**src/rtl/systolic_pkg.sv**
```systemverilog
// systolic_pkg: shared state encoding, sizing helpers and buffer index mapping for the systolic feeder
package systolic_pkg;

  typedef enum logic [2:0] {LOAD, LOADED, INIT, STREAM, FLUSH, DONE} state_e;

  localparam int DEF_N      = 2;
  localparam int NUM_ELEM   = 2 * DEF_N * DEF_N;
  localparam int STREAM_LEN = 3 * DEF_N - 2;

  function automatic int num_elem(input int n);
    return 2 * n * n;
  endfunction

  function automatic int stream_len(input int n);
    return 3 * n - 2;
  endfunction

  function automatic int a_idx(input int n, input int i, input int k);
    return i * n + k;
  endfunction

  function automatic int b_idx(input int n, input int k, input int j);
    return n * n + k * n + j;
  endfunction

endpackage

```
**src/rtl/operand_buf.sv**
```systemverilog
// operand_buf: element register file with one write port and all entries readable in parallel
module operand_buf #(
  parameter int D_W   = 8,
  parameter int DEPTH = 8,
  parameter int AW    = $clog2(DEPTH + 1)
) (
  input  logic                 clk,
  input  logic                 we,
  input  logic [AW-1:0]        waddr,
  input  logic [D_W-1:0]       wdata,
  output logic [DEPTH*D_W-1:0] rdata
);

  logic [D_W-1:0] mem_q [DEPTH];
  logic [D_W-1:0] mem_d [DEPTH];

  // write the addressed entry, all others hold
  always_comb begin
    mem_d = mem_q;
    for (int i = 0; i < DEPTH; i++)
      if (we && waddr == AW'(i)) mem_d[i] = wdata;
  end

  // contents are not reset: a full reload always precedes use
  always_ff @(posedge clk)
    mem_q <= mem_d;

  for (genvar g = 0; g < DEPTH; g++) begin : g_rd
    assign rdata[g*D_W +: D_W] = mem_q[g];
  end

endmodule

```
**src/rtl/systolic_feeder.sv**
```systemverilog
// systolic_feeder: buffers A and B from a byte-serial load port and streams them diagonally skewed into a systolic MAC array
module systolic_feeder
  import systolic_pkg::*;
#(
  parameter int D_W = 8,
  parameter int N   = 2
) (
  input  logic           clk,
  input  logic           rst,
  input  logic           load_valid,
  output logic           load_ready,
  input  logic [D_W-1:0] load_data,
  input  logic           start,
  output logic           busy,
  output logic           done,
  output logic           init,
  output logic [N*D_W-1:0] x_flat,
  output logic [N*D_W-1:0] y_flat
);

  localparam int N_ELEM = num_elem(N);
  localparam int S_LEN  = stream_len(N);
  localparam int CW     = $clog2(N_ELEM + 1);
  localparam int TW     = $clog2(3 * N - 1);

  state_e              state_q, state_d;
  logic [CW-1:0]       cnt_q, cnt_d;
  logic [TW-1:0]       t_q, t_d;
  logic                load_ready_q, load_ready_d;
  logic                busy_q, busy_d;
  logic                done_q, done_d;
  logic                init_q, init_d;
  logic [N*D_W-1:0]    x_q, x_d;
  logic [N*D_W-1:0]    y_q, y_d;
  logic [N_ELEM*D_W-1:0] ops;
  logic                xfer;

  assign xfer = load_valid && load_ready_q;

  operand_buf #(.D_W(D_W), .DEPTH(N_ELEM), .AW(CW)) u_buf (
    .clk   (clk),
    .we    (xfer),
    .waddr (cnt_q),
    .wdata (load_data),
    .rdata (ops)
  );

  // next state and counters; DONE already accepts the first element of the next load
  always_comb begin
    state_d = state_q;
    cnt_d   = cnt_q;
    t_d     = t_q;
    case (state_q)
      LOAD: if (xfer) begin
        cnt_d = cnt_q + 1'b1;
        if (cnt_q == CW'(N_ELEM - 1)) state_d = LOADED;
      end
      LOADED: if (start) state_d = INIT;
      INIT: begin
        state_d = STREAM;
        t_d     = '0;
      end
      STREAM: if (t_q == TW'(S_LEN - 1)) state_d = FLUSH;
              else t_d = t_q + 1'b1;
      FLUSH: begin
        state_d = DONE;
        cnt_d   = '0;
      end
      DONE: begin
        state_d = LOAD;
        if (xfer) cnt_d = cnt_q + 1'b1;
      end
      default: state_d = LOAD;
    endcase
  end

  // outputs decoded from the next state so the registered outputs line up with the state register
  always_comb begin
    load_ready_d = state_d == LOAD || state_d == DONE;
    busy_d       = state_d inside {INIT, STREAM, FLUSH};
    done_d       = state_d == DONE;
    init_d       = state_d == INIT;
    x_d          = '0;
    y_d          = '0;
    if (state_d == STREAM)
      for (int r = 0; r < N; r++)
        for (int k = 0; k < N; k++)
          if (int'(t_d) == r + k) begin
            x_d[r*D_W +: D_W] = ops[a_idx(N, r, k)*D_W +: D_W];
            y_d[r*D_W +: D_W] = ops[b_idx(N, k, r)*D_W +: D_W];
          end
  end

  // state and output registers
  always_ff @(posedge clk or negedge rst)
    if (!rst) begin
      state_q      <= LOAD;
      cnt_q        <= '0;
      t_q          <= '0;
      load_ready_q <= 1'b1;
      busy_q       <= 1'b0;
      done_q       <= 1'b0;
      init_q       <= 1'b0;
      x_q          <= '0;
      y_q          <= '0;
    end else begin
      state_q      <= state_d;
      cnt_q        <= cnt_d;
      t_q          <= t_d;
      load_ready_q <= load_ready_d;
      busy_q       <= busy_d;
      done_q       <= done_d;
      init_q       <= init_d;
      x_q          <= x_d;
      y_q          <= y_d;
    end

  assign load_ready = load_ready_q;
  assign busy       = busy_q;
  assign done       = done_q;
  assign init       = init_q;
  assign x_flat     = x_q;
  assign y_flat     = y_q;

endmodule

```
**config.mk**
```make
export PLATFORM = sky130hd
export DESIGN_NAME = systolic_feeder
export DESIGN_NICKNAME = d
export VERILOG_FILES = /design/src/rtl/systolic_pkg.sv /design/src/rtl/operand_buf.sv /design/src/rtl/systolic_feeder.sv
export SDC_FILE = /design/constraint.sdc
export NUM_CORES = 1
export LEC_CHECK = 0
export CORE_MARGIN = 10
export CORE_UTILIZATION = 40
export CTS_BUF_LIST = sky130_fd_sc_hd__clkbuf_8 sky130_fd_sc_hd__clkbuf_16
export DETAILED_ROUTE_END_ITERATION = 6
export PLACE_DENSITY = 0.68
export REMOVE_ABC_BUFFERS = 1
export SLEW_MARGIN = 5
export SYNTH_ARGS = -nofsm -noshare
export SYNTH_HDL_FRONTEND = slang
export SYNTH_SLANG_ARGS = --single-unit
```
**constraint.sdc**
```tcl
create_clock -name clk -period 1.9 [get_ports clk]
set_input_delay 0.285 -clock clk [delete_from_list [all_inputs] [get_ports clk]]
set_output_delay 0.285 -clock clk [all_outputs]
set_load 0.02 [all_outputs]
```
======== Word level (Yosys, flattened, before mapping) ========
Index checks and enable logic that the tools add are counted.
word-level totals
  register bits ........................... 110
  input bits .............................. 12
  output and inout bits ................... 36
  word-level logic and storage cells ...... 76
operators by class
  add/subtract/negate cells ............... 2
  equality and inequality tests ........... 20
  multiplexer cells ....................... 19
  reductions and logical operators ........ 18
operator list
  kind                                                                     count
  8-bit 2-to-1 mux                                                         8
  16-bit 2-to-1 mux                                                        2
  3-bit by 2-bit == test with 1-bit output, second input constant          6
  4-bit by 3-bit == test with 1-bit output, second input constant          4
  3-bit == test, second input constant                                     5
  3-bit 2-to-1 mux                                                         5
  3-bit case mux with 5 select lines                                       1
  1-bit logical AND                                                        9
  3-bit logical NOT                                                        3
  4-bit by 2-bit == test with 1-bit output, second input constant          2
  4-bit case mux with 2 select lines                                       1
  3-bit case mux with 2 select lines                                       1
  4-bit by 1-bit adder with 4-bit output, second input constant            1
  4-bit by 1-bit == test with 1-bit output, second input constant          1
  4-bit logical NOT                                                        1
  4-bit 2-to-1 mux                                                         1
  3-bit by 1-bit adder with 3-bit output, second input constant            1
  3-bit by 1-bit == test with 1-bit output, second input constant          1
  3-bit nonzero test                                                       1
  2-bit by 1-bit inequality test with 1-bit output, second input constant  1
  2-bit AND reduction                                                      1
  2-bit nonzero test                                                       1
  2-bit OR reduction                                                       1
  1-bit logical OR                                                         1

======== Logic depth before layout (Yosys ltp) ========
Gate-level depths: netlist of run 1.
  depth in word-level cells ............... 7
  depth in mapped cells ................... 6

======== Hierarchy ========
Synthesis of run 1 repeated with hierarchy kept, for this count alone.
unflattened totals
  cell total of the unflattened synthesis .. 262
  area, all modules ....................... 4078.9 sq um
by module, submodules not included
  module           times used  cells an instance  area each (sq um)
  systolic_feeder  1           185                2083.2
  operand_buf      1           77                 1995.7

======== Worst setup path after synthesis of run 1 ========
No wires, ideal clock.
  kind .................................... register to register
  start ................................... register t_q[0]
  end ..................................... register x_q[10], in the netlist x_flat[10]
  library setup time ...................... 65 ps
  arrival time ............................ 1622 ps
  slack ................................... 212 ps
  cell stages (with the launch flop) ...... 6
  period minus slack after synthesis ...... 1688 ps
  cells stage by stage .................... dfrtp_1 ha_1 xor2_1 a2111oi_4 buf_6 a22o_1
on the way
  longest elaborated chain between the ends .. 7
  elaborated cells between the ends (all ways) .. 12
ends and longest elaborated chain
  element                                                                                                    line                                          source
  start, declared                                                                                            systolic_feeder.sv:28                         logic [TW-1:0] t_q, t_d;
  start signal, assigned                                                                                     systolic_feeder.sv:109                        t_q <= t_d;
  3-bit by 1-bit adder with 3-bit output / 3-bit by 2-bit == test with 1-bit output (equally long branches)  systolic_feeder.sv:64, systolic_feeder.sv:63
  3-bit 2-to-1 mux                                                                                           systolic_feeder.sv:63                         STREAM: if (t_q == TW'(S_LEN - 1)) state_d = FLUSH;
  3-bit case mux with 2 select lines                                                                         systolic_feeder.sv:53                         case (state_q)
  3-bit by 2-bit == test with 1-bit output                                                                   systolic_feeder.sv:88                         if (int'(t_d) == r + k) begin
  8-bit 2-to-1 mux (2 in a row)                                                                              systolic_feeder.sv:88
  16-bit 2-to-1 mux (*)                                                                                      systolic_feeder.sv:85                         if (state_d == STREAM)
  named net x_d[10]                                                                                          systolic_feeder.sv:33                         logic [N*D_W-1:0] x_q, x_d;
  end signal, assigned                                                                                       systolic_feeder.sv:104                        x_q <= '0;
  end signal, assigned                                                                                       systolic_feeder.sv:114                        x_q <= x_d;
  end, declared                                                                                              systolic_feeder.sv:33
Mark *: on every way through the listed nets, which the timed path passes. The rest lies on a longest branch.
A chain may end at the register's enable or synchronous reset.

======== Worst setup path in the final report of run 1 ========
  start ................................... register load_ready_q, in the netlist load_ready
  end ..................................... output load_ready
RTL lines
  element                 line                    source
  start, declared         systolic_feeder.sv:29   logic load_ready_q, load_ready_d;
  start signal, assigned  systolic_feeder.sv:110  load_ready_q <= load_ready_d;
  end, declared           systolic_feeder.sv:11   output logic load_ready,
No word-level cell between the ends.

==> flow_metrics.tcl, run 1 <==
set metrics [dict create \
    critPathSlowestCell "clkdlybuf4s50_1" \
    drv_cap 0 \
    path_cells "clkdlybuf4s50_1" \
    grt.total_usage_pct 11.9 \
    dieArea_sq_mm 0.0154 \
    hold_violations 0 \
    synth_seq_cells 110 \
    synthArstFlopShare_pct 41.8 \
    worstSetupEndpointType "output port" \
    cts-root-buf "clkbuf_8" \
    yosysWarnings 0 \
    skew_ps 11.8 \
    tightest_slew_ps 567 \
    worstPathMaxFanout 3 \
    synth_edf_count 64 \
    setup.worst_path.end "load_ready" \
    die_x_um 124 \
    cts_buffers 9 \
    utilization_pct 51.0 \
    path_class "register to output port" \
    cts_tree "built" \
    antenna_found_initial 0 \
    synth_ff_type "edfxtp_1" \
    finalCriticalPeriod_ps 1800 \
    antennaDiodeCount 0 \
    dr.pass1.iters 4 \
    finish.net_count 357 \
    grt_max_degree 33 \
    routed_wl_um 9160 \
    syn2layout_area_growth_pct 22.7 \
    slew_violations 0 \
    yosys.cell_types.count 45 \
    worstPathRequired_ps 1620 \
    p_leak_nw 2.00 \
    drive_above_1_share_pct 13.9 \
    die_h_um 124 \
    final.setup.tns_ps 0 \
    r2r_start "t_q[0]" \
    portBuffers 47 \
    fin_area_sq_mm 0.00531 \
    drcViolationCount 0 \
    cp.depth 1 \
    vias 2562 \
    hp-class "primary input to async pin" \
    rsz0062_at_grt "false" \
    r2r-end "x_flat[9]" \
    coreArea_sq_mm 0.0104 \
    r2r_slack_ps 200 \
    fmax_mhz 557 \
    cts.htree.levels 3 \
    seq_area_sq_mm 0.00307 \
    cts.reportedPaths.clkPinSlew_ps 100 \
    cts.sinks 110 \
    clock_power_share_pct 17.5 \
    synth_area_sq_mm 0.00433 \
    cp-startpoint "load_ready" \
    rows 37 \
    ctsLongestPathBuffers 2 \
    multi_input_area_sq_mm 0.00112 \
    post-route-period-util_pct 94.5 \
    place.gp.congestion 0.758 \
    power_density_mw_per_mm2 1430 \
    start_kind "register" \
    hpwlAfterDp_um 5990 \
    grt_overflow 0 \
    internal-power_w 0.00488 \
    ys_seq_area_share_pct 71.1 \
    status "finished clean" \
    grt_pass1_wl_um 14100 \
    avgSynthCellArea_sq_um 15.2 \
    fillers 886 \
    num_io_pins 48 \
    clock_latency_ps 360 \
    via_per_inst 5.33 \
    postPlaceCellArea_sq_mm 0.00508 \
    initial_utilization_pct 41.5 \
    crit_arrival_ps 1510 \
    grt_pass1_vias 2553 \
    ant_nets 0 \
    switching_share_pct 35.6 \
    p_seq_share_pct 41.8 \
    slew_headroom_pct 62.2 \
    critical-path-top-delay-family "buffers and inverters" \
    syn_inst 284 \
    cp_num_buf_inv 1 \
    drtIter0Drc 182 \
    comb_power_share_pct 40.6 \
    reg2regPathDepth 6 \
    power.switching_w 0.00270 \
    ir_drop_mv 0.624 \
    wl_per_cell_um 19.1 \
    slowest_delay_ps 600 \
    setup_viol 0 \
]
[logic make-up (layout without fill, tap and decap cells)]
| family | Yosys count | count (layout) | synth area share [%] |
|---|---|---|---|
| AOI/OAI and AO/OA | 61 | 61 | 10.7 |
| xor gates and xnor gates | 3 | 3 | 0.607 |
| adders and majority gates | 5 | 5 | 1.45 |
| buffers and inverters | 30 | 91 | 3.33 |
| DFF | 110 | 110 | 71.1 |
| muxes | 5 | 5 | 1.16 |
| and+or+nand+nor | 70 | 70 | 11.7 |
[sequential cells by signal, indices dropped and copies added (netlist names)]
name / cells
busy: 1
cnt_q: 4
done: 1
init: 1
load_ready: 1
state_q: 3
t_q: 3
u_buf.rdata: 64
x_flat: 16
y_flat: 16
[per-layer routing]
layer | vias to the layer above | track usage, % | wire [um]
met3 | 9 | 3.53 | 619
met2 | 69 | 19.5 | 4540
met1 | 1285 | 15.1 | 3900
met5 | - | 0 | 0
met4 | 0 | 3.38 | 101
li1 | 1199 | - | -
[how the worst min path moves through the flow]
stage                     from    endpoint  slack [ps]  depth (start not counted)
after global routing       rst  x_flat[15]         470                          2
after CTS                  rst  x_flat[12]         450                          2
after floorplan            rst        busy         -10                          0
after global placement     rst   x_flat[3]         310                          1
final                      rst   y_flat[7]         440                          2
after detailed placement   rst   x_flat[1]         320                          1
[final cells by class]
cell class,instances,area share [%]
Sequential cell,110,57.9
Clock inverter,6,0.967
Tap cell,136,3.21
Inverter,7,0.495
Clock buffer,10,2.59
Timing Repair Buffer,68,13.7
Multi-Input combinational cell,144,21.1
[repair_timing]
item                       CTS  global route
setup buffers                0             1
pin swaps                    0             1
hold endpoints to repair    21             0
setup endpoints to repair   16            16
hold buffers                 1             0
resized for setup            1             0
[cells in the mapped netlist (2+ instances only)]
master,n,area share (%)
buf_4,4,0.69
and4bb_2,3,0.87
a41oi_1,16,3.2
nand2_1,6,0.52
nor3_1,2,0.23
mux2i_1,5,1.2
o21ai_0,5,0.58
nand3_1,18,2.1
edfxtp_1,64,44
ha_1,5,1.4
and2_1,8,1.2
xor2_1,2,0.40
a21oi_1,17,2.0
buf_2,6,0.69
dfrtp_1,45,26
nand2b_1,5,0.72
inv_1,7,0.61
nor4bb_1,14,3.2
clkbuf_1,11,0.95
a22o_1,16,3.2
[cell usage in the layout, fill, tap and decap left out, types with 2 or more instances in the layout]
master and count:
nor4bb_1 14, dfrtp_1 45, and4bb_2 3, xor2_1 2
nand3_1 18, a22o_1 16, nor3_1 2, inv_6 2
mux2i_1 5, nand2_1 6, o21ai_0 5, a41oi_1 16
buf_4 12, ha_1 5, clkinv_4 2, and2_1 8
inv_1 7, clkbuf_8 10, edfxtp_1 64, a21oi_1 17
buf_12 8, clkdlybuf4s50_1 46, nand2b_1 5
[power groups by stage]
stage	clock (W)	sequential [W]	combinational, W
finish	0.00133	0.00317	0.00308
global route	0.00146	0.00322	0.00334
CTS	0.00137	0.00318	0.00309
detailed placement	0	0.00322	0.00306
global placement	0	0.00323	0.00298
floorplan	0	0.00371	0.00119
[per-stage QoR]
stage / total power, W / worst slack (ps) / hold slack, ps / cells
after CTS: 0.00763 / 18.6 / 447 / 480
after floorplan: 0.00489 / -768 / -10.6 / 261
after detailed placement: 0.00628 / -247 / 319 / 463
after global routing: 0.00802 / 56.7 / 472 / 481
after global placement: 0.00621 / -153 / 308 / 463
final: 0.00758 / 104 / 443 / 481
No activity file was read; power rests on OpenSTA's default activity.
==> run 2: changes to the inputs <==
--- a/config.mk
+++ b/config.mk
@@ -6,10 +6,10 @@
 export NUM_CORES = 1
 export LEC_CHECK = 0
 export CORE_MARGIN = 10
-export CORE_UTILIZATION = 40
+export CORE_UTILIZATION = 30
 export CTS_BUF_LIST = sky130_fd_sc_hd__clkbuf_8 sky130_fd_sc_hd__clkbuf_16
 export DETAILED_ROUTE_END_ITERATION = 6
-export PLACE_DENSITY = 0.68
+export PLACE_DENSITY = 0.56
 export REMOVE_ABC_BUFFERS = 1
 export SLEW_MARGIN = 5
 export SYNTH_ARGS = -nofsm -noshare
==> flow_metrics.tcl, run 2 (synthesis gave the netlist of run 1 again) <==
set metrics [dict create \
    cts_tree "built" \
    critPathSlowestCell "clkdlybuf4s50_1" \
    final.setup.tns_ps 0 \
    setup_viol 0 \
    path_cells "clkdlybuf4s50_1" \
    num_io_pins 48 \
    slew_headroom_pct 70.1 \
    grt_overflow 0 \
    antenna_found_initial 0 \
    grt_pass1_wl_um 14500 \
    fin_area_sq_mm 0.00546 \
    status "finished clean" \
    cp-startpoint "load_ready" \
    p_seq_share_pct 39.6 \
    via_per_inst 4.86 \
    r2r_start "t_q[0]" \
    cts_buffers 9 \
    drtIter0Drc 247 \
    drcViolationCount 0 \
    slew_violations 0 \
    grt_pass1_vias 2547 \
    tightest_slew_ps 449 \
    drive_above_1_share_pct 12.9 \
    die_x_um 140 \
    clock_latency_ps 340 \
    rsz0062_at_grt "false" \
    drv_cap 0 \
    initial_utilization_pct 30.9 \
    power.total_w 0.00817 \
    fmax_mhz 559 \
    worstPathRequired_ps 1620 \
    internal-power_w 0.00540 \
    ir_drop_mv 0.728 \
    slowest_delay_ps 610 \
    routed_wl_um 9160 \
    path_class "register to output port" \
    finalNonFillerCells 522 \
    place_inst 505 \
    grt.total_usage_pct 9.31 \
    ant_nets 0 \
    finish.net_count 354 \
    coreArea_sq_mm 0.0140 \
    ctsLongestPathBuffers 2 \
    finalCriticalPeriod_ps 1790 \
    syn2layout_area_growth_pct 26.3 \
    vias 2539 \
    skew_ps 7.34 \
    critical-path-top-delay-family "buffers and inverters" \
    hold_ws_ps 455 \
    hold_violations 0 \
    antennaDiodeCount 0 \
    dr.pass1.iters 4 \
    cts.reportedPaths.clkPinSlew_ps 70 \
    final_common_cell "edfxtp_1" \
    place.gp.congestion 0.743 \
    clock_power_share_pct 23.2 \
    power_density_mw_per_mm2 1500 \
    hp-class "primary input to async pin" \
    comb_power_share_pct 37.2 \
    cts.htree.levels 3 \
    switching_share_pct 33.8 \
    cp_num_buf_inv 1 \
    hpwlAfterDp_um 6010 \
    cts-root-buf "clkbuf_16" \
    p_leak_nw 2.04 \
    die_h_um 140 \
    largest_register_ff_count 64 \
    grt_max_degree 47 \
    layout_common_cells "64 x edfxtp_1, 46 x clkdlybuf4s50_1, 45 x dfrtp_1" \
    rows 43 \
    crit_arrival_ps 1510 \
    dieArea_sq_mm 0.0196 \
    wl_per_cell_um 17.6 \
    portBuffers 47 \
    power.switching_w 0.00276 \
    cts.sinks 110 \
    start_kind "register" \
    postPlaceCellArea_sq_mm 0.00515 \
    worstPathMaxFanout 3 \
    worstSetupEndpointType "output port" \
    post-route-period-util_pct 94.2 \
]
[run 2: repair_timing]
item / 4_1_cts / 5_1_grt
hold buffers: 1 / 0
setup endpoints to repair: 0 / 0
buffers inserted: 0 / 0
endpoints found under the hold margin: 45 / 0
gates resized for setup: 0 / 0
[run 2: path summary, 6_finish.rpt]
| check | to | slack [ps] | depth (start not counted) |
|---|---|---|---|
| worst max-delay path | load_ready | 110 | 1 |
| worst min-delay path | y_flat[4] | 450 | 3 |
| worst max register to register | y_flat[9] | 200 | 5 |
| worst min register to register | y_flat[10] | 470 | 1 |
| max in group asynchronous | load_ready | 1180 | 3 |
| min in group clk | y_flat[10] | 470 | 1 |
[run 2: area by class of cell]
| class | instances | area (sq um) |
|---|---|---|
| fillers | 1308 | 8530 |
| inverters | 7 | 26.3 |
| clock inverters | 7 | 80.1 |
| clock buffers | 9 | 225 |
| well taps | 180 | 225 |
| multi-input cells | 144 | 1120 |
| flip-flops and latches | 110 | 3070 |
| repair buffers | 65 | 716 |
[run 2: through the flow]
stage / worst slack (ps) / utilization (%)
floorplan: -768 / -
global placement: 41.3 / 36.8
detailed placement: 31.0 / 36.8
CTS: 87.3 / 39.1
global route: 71.1 / 39.1
finish: 110 / 39.1
[run 2: per-layer routing]
| layer | wire length [um] | GRT usage [%] |
|---|---|---|
| met1 | 4330 | 12.5 |
| met2 | 4170 | 13.8 |
| met3 | 590 | 3.01 |
| met4 | 77 | 2.93 |
| met5 | 0 | 0 |
[run 2: tightest hold or removal path, delay by kind of cell]
| kind | cells | cell delay (ps) |
|---|---|---|
| buffers and inverters | 3 | 890 |
[run 2: power groups by stage]
stage / Clock [W] / Sequential (W) / Combinational (W)
global route: 0.00206 / 0.00329 / 0.00331
floorplan: 0 / 0.00371 / 0.00119
detailed placement: 0 / 0.00329 / 0.00306
global placement: 0 / 0.00329 / 0.00302
finish: 0.00190 / 0.00323 / 0.00304
CTS: 0.00195 / 0.00324 / 0.00308
==> run 3: changes to the inputs <==
--- a/config.mk
+++ b/config.mk
@@ -5,6 +5,7 @@
 export SDC_FILE = /design/constraint.sdc
 export NUM_CORES = 1
 export LEC_CHECK = 0
+export CAP_MARGIN = 40
 export CORE_MARGIN = 10
 export CORE_UTILIZATION = 30
 export CTS_BUF_LIST = sky130_fd_sc_hd__clkbuf_8 sky130_fd_sc_hd__clkbuf_16
==> results of run 3 <==
No change in the layout: final DEF, timing and power equal those of run 2.
